<file path="src/rtl/rgb_palette_encoder.sv">
`default_nettype none
// ============================================================================
// rgb_palette_encoder - 12-bit RGB to 3-bit sprite palette index, BRAM writer
// Rev 1.0
// ============================================================================
module rgb_palette_encoder #(
  parameter int          DEPTH           = 4096,
  parameter int          ADDR_W          = 12,
  parameter logic [11:0] TRANSPARENT_KEY = 12'h0F0
) (
  input  logic              clk,
  input  logic              rst,
  input  logic              frame_start,
  input  logic              in_valid,
  input  logic [11:0]       in_rgb,
  output logic              in_ready,
  output logic              bram_we,
  output logic [ADDR_W-1:0] bram_addr,
  output logic [2:0]        bram_din,
  output logic              busy,
  output logic              frame_done
);

  typedef enum logic [1:0] {
    ST_IDLE  = 2'd0,
    ST_LOAD  = 2'd1,
    ST_DRAIN = 2'd2
  } state_t;

  localparam logic [ADDR_W-1:0] C_LAST = ADDR_W'(DEPTH - 1);

  state_t            state_q;
  logic              in_ready_q;
  logic              done_q;
  logic [ADDR_W-1:0] cnt_q;

  logic              s1_valid_q;
  logic [11:0]       s1_rgb_q;
  logic [ADDR_W-1:0] s1_seq_q;

  logic              s2_valid_q;
  logic              s2_key_q;
  logic [4:0][5:0]   s2_dist_q;
  logic [ADDR_W-1:0] s2_seq_q;

  logic              we_q;
  logic [ADDR_W-1:0] addr_q;
  logic [2:0]        din_q;

  logic              accept;
  logic [4:0][5:0]   dist_d;
  logic [2:0]        idx_d;
  logic [5:0]        best_dist;

  // Palette entries 1..5 live at positions 0..4.
  function automatic logic [11:0] centroid(input int i);
    case (i)
      0:       return 12'hD42;
      1:       return 12'h921;
      2:       return 12'hFF9;
      3:       return 12'h210;
      4:       return 12'h778;
      default: return 12'h000;
    endcase
  endfunction

  function automatic logic [5:0] absdiff(input logic [3:0] a, input logic [3:0] b);
    return (a > b) ? {2'b00, a - b} : {2'b00, b - a};
  endfunction

  function automatic logic [5:0] dist_fn(input logic [11:0] p, input logic [11:0] q);
    return absdiff(p[11:8], q[11:8]) + absdiff(p[7:4], q[7:4]) + absdiff(p[3:0], q[3:0]);
  endfunction

  assign accept = in_valid & in_ready_q;

  always_comb begin
    dist_d = '0;
    for (int i = 0; i < 5; i++) begin
      dist_d[i] = dist_fn(s1_rgb_q, centroid(i));
    end
  end

  // Strict less-than keeps the lowest index on a tie.
  always_comb begin
    best_dist = s2_dist_q[0];
    idx_d     = 3'd1;
    for (int i = 1; i < 5; i++) begin
      if (s2_dist_q[i] < best_dist) begin
        best_dist = s2_dist_q[i];
        idx_d     = 3'(i + 1);
      end
    end
    if (s2_key_q) begin
      idx_d = 3'd0;
    end
  end

  always_ff @(posedge clk or posedge rst) begin
    if (rst) begin
      state_q    <= ST_IDLE;
      in_ready_q <= 1'b0;
      done_q     <= 1'b0;
      cnt_q      <= '0;
    end else begin
      done_q <= 1'b0;
      unique case (state_q)
        ST_IDLE: begin
          if (frame_start) begin
            state_q    <= ST_LOAD;
            in_ready_q <= 1'b1;
            cnt_q      <= '0;
          end
        end
        ST_LOAD: begin
          if (accept) begin
            cnt_q <= cnt_q + ADDR_W'(1);
            if (cnt_q == C_LAST) begin
              state_q    <= ST_DRAIN;
              in_ready_q <= 1'b0;
            end
          end
        end
        ST_DRAIN: begin
          if (!s1_valid_q && !s2_valid_q) begin
            state_q <= ST_IDLE;
            done_q  <= 1'b1;
          end
        end
        default: begin
          state_q    <= ST_IDLE;
          in_ready_q <= 1'b0;
        end
      endcase
    end
  end

  always_ff @(posedge clk or posedge rst) begin
    if (rst) begin
      s1_valid_q <= 1'b0;
      s1_rgb_q   <= '0;
      s1_seq_q   <= '0;
      s2_valid_q <= 1'b0;
      s2_key_q   <= 1'b0;
      s2_dist_q  <= '0;
      s2_seq_q   <= '0;
      we_q       <= 1'b0;
      addr_q     <= '0;
      din_q      <= '0;
    end else begin
      s1_valid_q <= accept;
      if (accept) begin
        s1_rgb_q <= in_rgb;
        s1_seq_q <= cnt_q;
      end
      s2_valid_q <= s1_valid_q;
      s2_key_q   <= (s1_rgb_q == TRANSPARENT_KEY);
      s2_dist_q  <= dist_d;
      s2_seq_q   <= s1_seq_q;
      we_q       <= s2_valid_q;
      if (s2_valid_q) begin
        addr_q <= s2_seq_q;
        din_q  <= idx_d;
      end
    end
  end

  assign in_ready   = in_ready_q;
  assign bram_we    = we_q;
  assign bram_addr  = addr_q;
  assign bram_din   = din_q;
  assign busy       = (state_q != ST_IDLE);
  assign frame_done = done_q;

endmodule
`default_nettype wire

</file>
<file path="config.mk">
export PLATFORM = sky130hd
export DESIGN_NAME = rgb_palette_encoder
export DESIGN_NICKNAME = d
export VERILOG_FILES = /design/src/rtl/rgb_palette_encoder.sv
export SDC_FILE = /design/constraint.sdc
export NUM_CORES = 1
export LEC_CHECK = 0
export ABC_CLOCK_PERIOD_IN_PS = 6350
export BUFFER_PORTS_ARGS = -buffer_cell sky130_fd_sc_hd__buf_2
export CAP_MARGIN = 40
export CORE_ASPECT_RATIO = 0.8
export CORE_MARGIN = 2
export CORE_UTILIZATION = 40
export DETAILED_ROUTE_END_ITERATION = 8
export MAX_ROUTING_LAYER = met4
export PLACE_DENSITY_LB_ADDON = 0.05
export SKIP_LAST_GASP = 1
export SYNTH_ARGS = -nofsm -noshare
export SYNTH_HDL_FRONTEND = slang
export SYNTH_SLANG_ARGS = --single-unit
</file>
<file path="constraint.sdc">
create_clock -name clk -period 6.35 [get_ports clk]
set_clock_uncertainty 0.15 [all_clocks]
set_input_delay 0.3175 -clock clk [delete_from_list [all_inputs] [get_ports clk]]
set_output_delay 0.3175 -clock clk [all_outputs]
set_load 0.02 [all_outputs]
</file>
==> results.json, run 1 <==
{
  "vias": 4463,
  "fin_nets": 787,
  "synth_flop_cell": "dfrtp_1",
  "initial_core_util": 0.405,
  "cts_buffer_depth": 2,
  "antenna_found_initial": 0,
  "die_h_um": 116,
  "gp_congestion": 0.842,
  "regArea_um2": 2500,
  "io_pins": 35,
  "rsz0062_at_grt": "yes",
  "min_to": "s1_rgb_q[10]$_DFFE_PP0P_",
  "async_reset_ff_frac": 1.00,
  "final_common_cell": "dfrtp_1",
  "hp-start": "in_rgb[10]",
  "dr.first_iter.drc_count": 245,
  "drc": 0,
  "setup_viol": 0,
  "hold_path_depth": 3,
  "cts.clk_slew.worst_paths_ns": 0.08,
  "synth_seq_cells": 100,
  "final_core_util": 0.476,
  "num_rows": 41,
  "endpoint_kind": "flip-flop",
  "place.port_buffers": 34,
  "relSlewSlack": 0.521,
  "area_growth_pct": 17.5,
  "worst_slew_pin_slew_ns": 0.716,
  "nFillCells": 1495,
  "hold_class": "in2reg",
  "synth_cell_types": 49,
  "grt_usage": 0.186,
  "ant_nets": 0,
  "r2r-end": "bram_din[2]$_DFFE_PP0P_",
  "dieWidth_um": 145,
  "grt_max_degree": 46,
  "numClockSinks": 100,
  "layout_common_cells": "dfrtp_1 (100), inv_1 (66), nand2_1 (54)",
  "cp_slowest_cell": "dfrtp_1",
  "wl_per_cell_um": 15.3,
  "dieArea_um2": 16800,
  "fmax_mhz": 163,
  "fin_crit_ns": 6.15,
  "path_class": "reg2reg",
  "finalSetupTns_ns": 0,
  "netlist_area_um2": 6320,
  "overflow": 0,
  "crit_top_cell": "a21o_1",
  "grt_pass1_wl_um": 23200,
  "seq_area_frac_synth": 0.396,
  "startpoint_type": "flip-flop",
  "clk_latency_ns": 0.35,
  "cts_root_buf": "clkbuf_16",
  "worstPathArrival_ns": 6.29,
  "grt_pass1_vias": 4453,
  "vias_per_cell": 4.92,
  "drv_slew": 0,
  "drive_gt1_frac": 0.210,
  "numCtsBuffers": 9,
  "num_antenna_cells": 0,
  "synth_edf_count": 0,
  "ys_warn_count": 0,
  "finalCritPeriodShare": 0.968,
  "reg2reg_from": "s2_dist_q[1]$_DFF_PP0_",
  "cap_violations": 0,
  "multi_input_area_um2": 3650,
  "syn_nets": 733,
  "slowest_delay_ns": 0.38,
  "wirelength_um": 13900,
  "status": "finished clean",
  "cts_htree_levels": 3,
  "syn_inst": 633,
  "cts_tree": "done",
  "whs_ns": 0.0229,
  "crit_fanout": 4,
  "avgSynthCellArea_um2": 9.98,
  "drtPass1Iterations": 4,
  "core_um2": 15600,
  "final_hold_viol_count": 0,
  "rrSetupSlack_ns": 0.20,
  "timing.reg2reg.worst_path_depth": 29,
  "dp_hpwl_um": 10800,
  "cp.required_ns": 6.49
}
==> synthesized netlist by cell type (12+ instances only) <==
library cell  count  share of area
inv_1            73          0.043
mux2_2           28          0.050
a21oi_1          37          0.029
xnor2_1          18          0.025
nor2_1           44          0.026
nand2_1          56          0.033
mux2i_1          12          0.019
o21ai_0          42          0.033
clkbuf_1         15         0.0089
a21o_1           15          0.018
dfrtp_1         100           0.40
ha_1             59           0.12
nand3_1          12         0.0095
fa_1             25          0.079
==> critical path, delay by kind of cell, from the launching register on <==
kind / cells / cell delay, ns
compound gates: 16 / 3.10
fa+ha+maj: 4 / 0.95
mux: 3 / 0.77
simple gates: 4 / 0.58
flops: 1 / 0.38
buf+inv: 2 / 0.15
==> cells by family (layout without fill, tap and decap cells) <==
family                     Yosys count  count (layout)  synth area share
AOI/OAI and AO/OA                  133             133             0.131
xor gates and xnor gates            28              28            0.0388
adders and majority gates           84              84             0.196
buffers and inverters               94             153            0.0584
DFF                                100             100             0.396
muxes                               41              41            0.0707
and+or+nand+nor                    153             153             0.109
==> sequential cells by signal (all words and copies together) (netlist names) <==
register    flops
bram_addr      12
bram_din        3
bram_we         1
cnt_q          12
frame_done      1
in_ready        1
s1_rgb_q       12
s1_seq_q       12
s1_valid_q      1
s2_dist_q      29
s2_key_q        1
s2_seq_q       12
s2_valid_q      1
state_q         2
==> worst max path at each step <==
stage | cells past startpoint | start | end
floorplan | 32 | s2_dist_q[10]$_DFF_PP0_ | bram_din[2]$_DFFE_PP0P_
global route | 29 | s2_dist_q[1]$_DFF_PP0_ | bram_din[2]$_DFFE_PP0P_
detailed placement | 30 | s2_dist_q[5]$_DFF_PP0_ | bram_din[2]$_DFFE_PP0P_
CTS | 29 | s2_dist_q[1]$_DFF_PP0_ | bram_din[2]$_DFFE_PP0P_
global placement | 28 | s2_dist_q[11]$_DFF_PP0_ | bram_din[2]$_DFFE_PP0P_
finish | 29 | s2_dist_q[1]$_DFF_PP0_ | bram_din[2]$_DFFE_PP0P_
==> final cells by class <==
cell class	count	area share
sequential	100	0.337
multi-input combinational	439	0.492
inverter	76	0.0388
timing repair buffer	61	0.0543
clock inverter	7	0.0116
clock buffer	9	0.0303
tap	215	0.0362
==> metal layers <==
| metal | wire (um) | vias up | GRT usage |
|---|---|---|---|
| met2 | 5810 | 60 | 0.266 |
| met4 | 180 | 0 | 0.0472 |
| li1 | - | 2256 | - |
| met3 | 353 | 15 | 0.0328 |
| met5 | 0 | - | - |
| met1 | 7520 | 2132 | 0.274 |
==> metrics by stage <==
| step | setup WS, ns | cells | instance area, um^2 |
|---|---|---|---|
| 4_1_cts | 0.00683 | 901 | 7250 |
| 3_3_place_gp | 0.0567 | 879 | 6870 |
| 5_1_grt | -0.175 | 907 | 7420 |
| 2_1_floorplan | 0.0219 | 633 | 6420 |
| 3_5_place_dp | -0.0517 | 881 | 6910 |
| 6_report | 0.203 | 907 | 7420 |
==> repair_timing <==
action | CTS | global route
cloned | 0 | 0
pin swaps | 4 | 19
hold buffers | 1 | 0
endpoints found under the hold margin | 17 | 0
setup buffers | 3 | 6
setup endpoints to repair | 3 | 3
gates resized for setup | 0 | 32
Power of run 1 is left out: the tool's default activity adds up to more than one toggle a clock period on the data nets, which glitch-free logic cannot reach.
==> inputs of run 2 (changes only) <==
--- a/config.mk
+++ b/config.mk
@@ -6,14 +6,14 @@
 export NUM_CORES = 1
 export LEC_CHECK = 0
 export ABC_CLOCK_PERIOD_IN_PS = 6350
-export BUFFER_PORTS_ARGS = -buffer_cell sky130_fd_sc_hd__buf_2
 export CAP_MARGIN = 40
 export CORE_ASPECT_RATIO = 0.8
 export CORE_MARGIN = 2
 export CORE_UTILIZATION = 40
 export DETAILED_ROUTE_END_ITERATION = 8
-export MAX_ROUTING_LAYER = met4
+export DONT_BUFFER_PORTS = 1
 export PLACE_DENSITY_LB_ADDON = 0.05
+export RECOVER_POWER = 100
 export SKIP_LAST_GASP = 1
 export SYNTH_ARGS = -nofsm -noshare
 export SYNTH_HDL_FRONTEND = slang
==> results.json, run 2 (synthesis results as in run 1) <==
{
  "crit_top_cell": "a21o_1",
  "endpoint_kind": "flip-flop",
  "clk_latency_ns": 0.35,
  "antenna_found_initial": 0,
  "worstPathArrival_ns": 6.25,
  "numClockSinks": 100,
  "drc": 0,
  "setup_viol": 0,
  "core_um2": 15600,
  "fmax_mhz": 164,
  "num_antenna_cells": 0,
  "dieArea_um2": 16800,
  "vias": 4430,
  "met3_length_um": 487,
  "vias_per_cell": 4.99,
  "final_hold_viol_count": 0,
  "cts_tree": "done",
  "wl_per_cell_um": 15.7,
  "status": "finished with violations",
  "fin_area_um2": 7360,
  "drv_slew": 56,
  "top_layer": "met4",
  "worst_slew_pin_slew_ns": 2.82,
  "dp_hpwl_um": 10800,
  "cts_buffer_depth": 2,
  "cap_violations": 1,
  "crit_fanout": 4,
  "grt_usage": 0.180,
  "grt_pass1_vias": 4470,
  "drtPass1Iterations": 4,
  "final_common_cell": "dfrtp_1",
  "finalSetupTns_ns": 0,
  "numCtsBuffers": 9,
  "wl_met2_um": 5980,
  "hold_class": "in2reg",
  "grt_max_degree": 56,
  "fin_crit_ns": 6.10,
  "dr.first_iter.drc_count": 231,
  "grt_pass1_wl_um": 23200,
  "cts_htree_levels": 3,
  "wirelength_um": 13900,
  "initial_core_util": 0.405,
  "cp_slowest_cell": "dfrtp_1",
  "place_area_um2": 6720,
  "top_register": "s2_dist_q",
  "num_rows": 41,
  "area_growth_pct": 16.5,
  "violations": "max-capacitance violations, max-slew violations",
  "largest_reg_flops": 29,
  "die_h_um": 116,
  "startpoint_type": "flip-flop",
  "finalCritPeriodShare": 0.961,
  "overflow": 0,
  "fin_nets": 768,
  "rsz0062_at_grt": "yes",
  "drive_gt1_frac": 0.168,
  "layout_common_cells": "dfrtp_1 (100), inv_1 (65), nand2_1 (54)",
  "gp_congestion": 0.841,
  "io_pins": 35,
  "relSlewSlack": -0.878,
  "place.port_buffers": 0,
  "cts_root_buf": "clkbuf_16",
  "cp.required_ns": 6.50,
  "wl_met1_um": 7260,
  "ant_nets": 0,
  "slowest_delay_ns": 0.38,
  "cts.clk_slew.worst_paths_ns": 0.08,
  "dieWidth_um": 145,
  "path_class": "reg2reg"
}
==> run 2: final timing paths <==
path	from	to	slack [ns]	depth (start not counted)
worst max-delay path	s2_dist_q[1]$_DFF_PP0_	bram_din[2]$_DFFE_PP0P_	0.25	29
worst min register to register	s1_seq_q[5]$_DFFE_PP0P_	s2_seq_q[5]$_DFF_PP0_	0.23	0
min in group asynchronous	rst	bram_addr[10]$_DFFE_PP0P_	0.39	2
max in group asynchronous	rst	s1_rgb_q[9]$_DFFE_PP0P_	1.47	4
worst max register to register	s2_dist_q[1]$_DFF_PP0_	bram_din[2]$_DFFE_PP0P_	0.25	29
worst min-delay path	frame_start	state_q[1]$_DFFE_PP0P_	0.22	3
==> run 2: what timing repair did <==
action	CTS	global route
resized for setup	4	28
hold buffers	13	0
setup endpoints to repair	3	3
setup buffers	8	6
pin swaps	5	19
hold endpoints to repair	32	0
==> run 2: cell type report <==
| class | instances | area (um^2) |
|---|---|---|
| sequential | 100 | 2500 |
| multi-input combinational | 439 | 3660 |
| timing repair buffer | 42 | 344 |
| clock inverter | 7 | 81.3 |
| clock buffer | 9 | 225 |
| fill | 1524 | 8230 |
| inverter | 76 | 287 |
| tap | 215 | 269 |
==> run 2: layer usage <==
metal | GRT usage | vias up
met5 | 0 | -
li1 | - | 2208
met3 | 0.0287 | 11
met1 | 0.276 | 2132
met4 | 0.0570 | 0
met2 | 0.260 | 79
==> run 2: critical path: cells and delay by family, from the launching register on <==
kind                       cells  cell delay [ns]
and+or+nand+nor                4             0.54
AOI/OAI and AO/OA             16             3.09
DFF                            1             0.38
muxes                          3             0.78
adders and majority gates      4             0.95
buffers and inverters          2             0.15
==> run 2: stage by stage <==
| stage | hold slack (ns) | worst slack, ns | cells | utilization |
|---|---|---|---|---|
| after floorplan | 0.199 | 0.0219 | 633 | - |
| after global placement | -0.00276 | 0.101 | 843 | 0.429 |
| after detailed placement | -0.000507 | -0.0644 | 845 | 0.431 |
| after CTS | 0.199 | 0.0107 | 882 | 0.464 |
| after global routing | 0.236 | -0.0484 | 888 | 0.472 |
| final | 0.217 | 0.246 | 888 | 0.472 |
Power of run 2 is left out for the same reason.
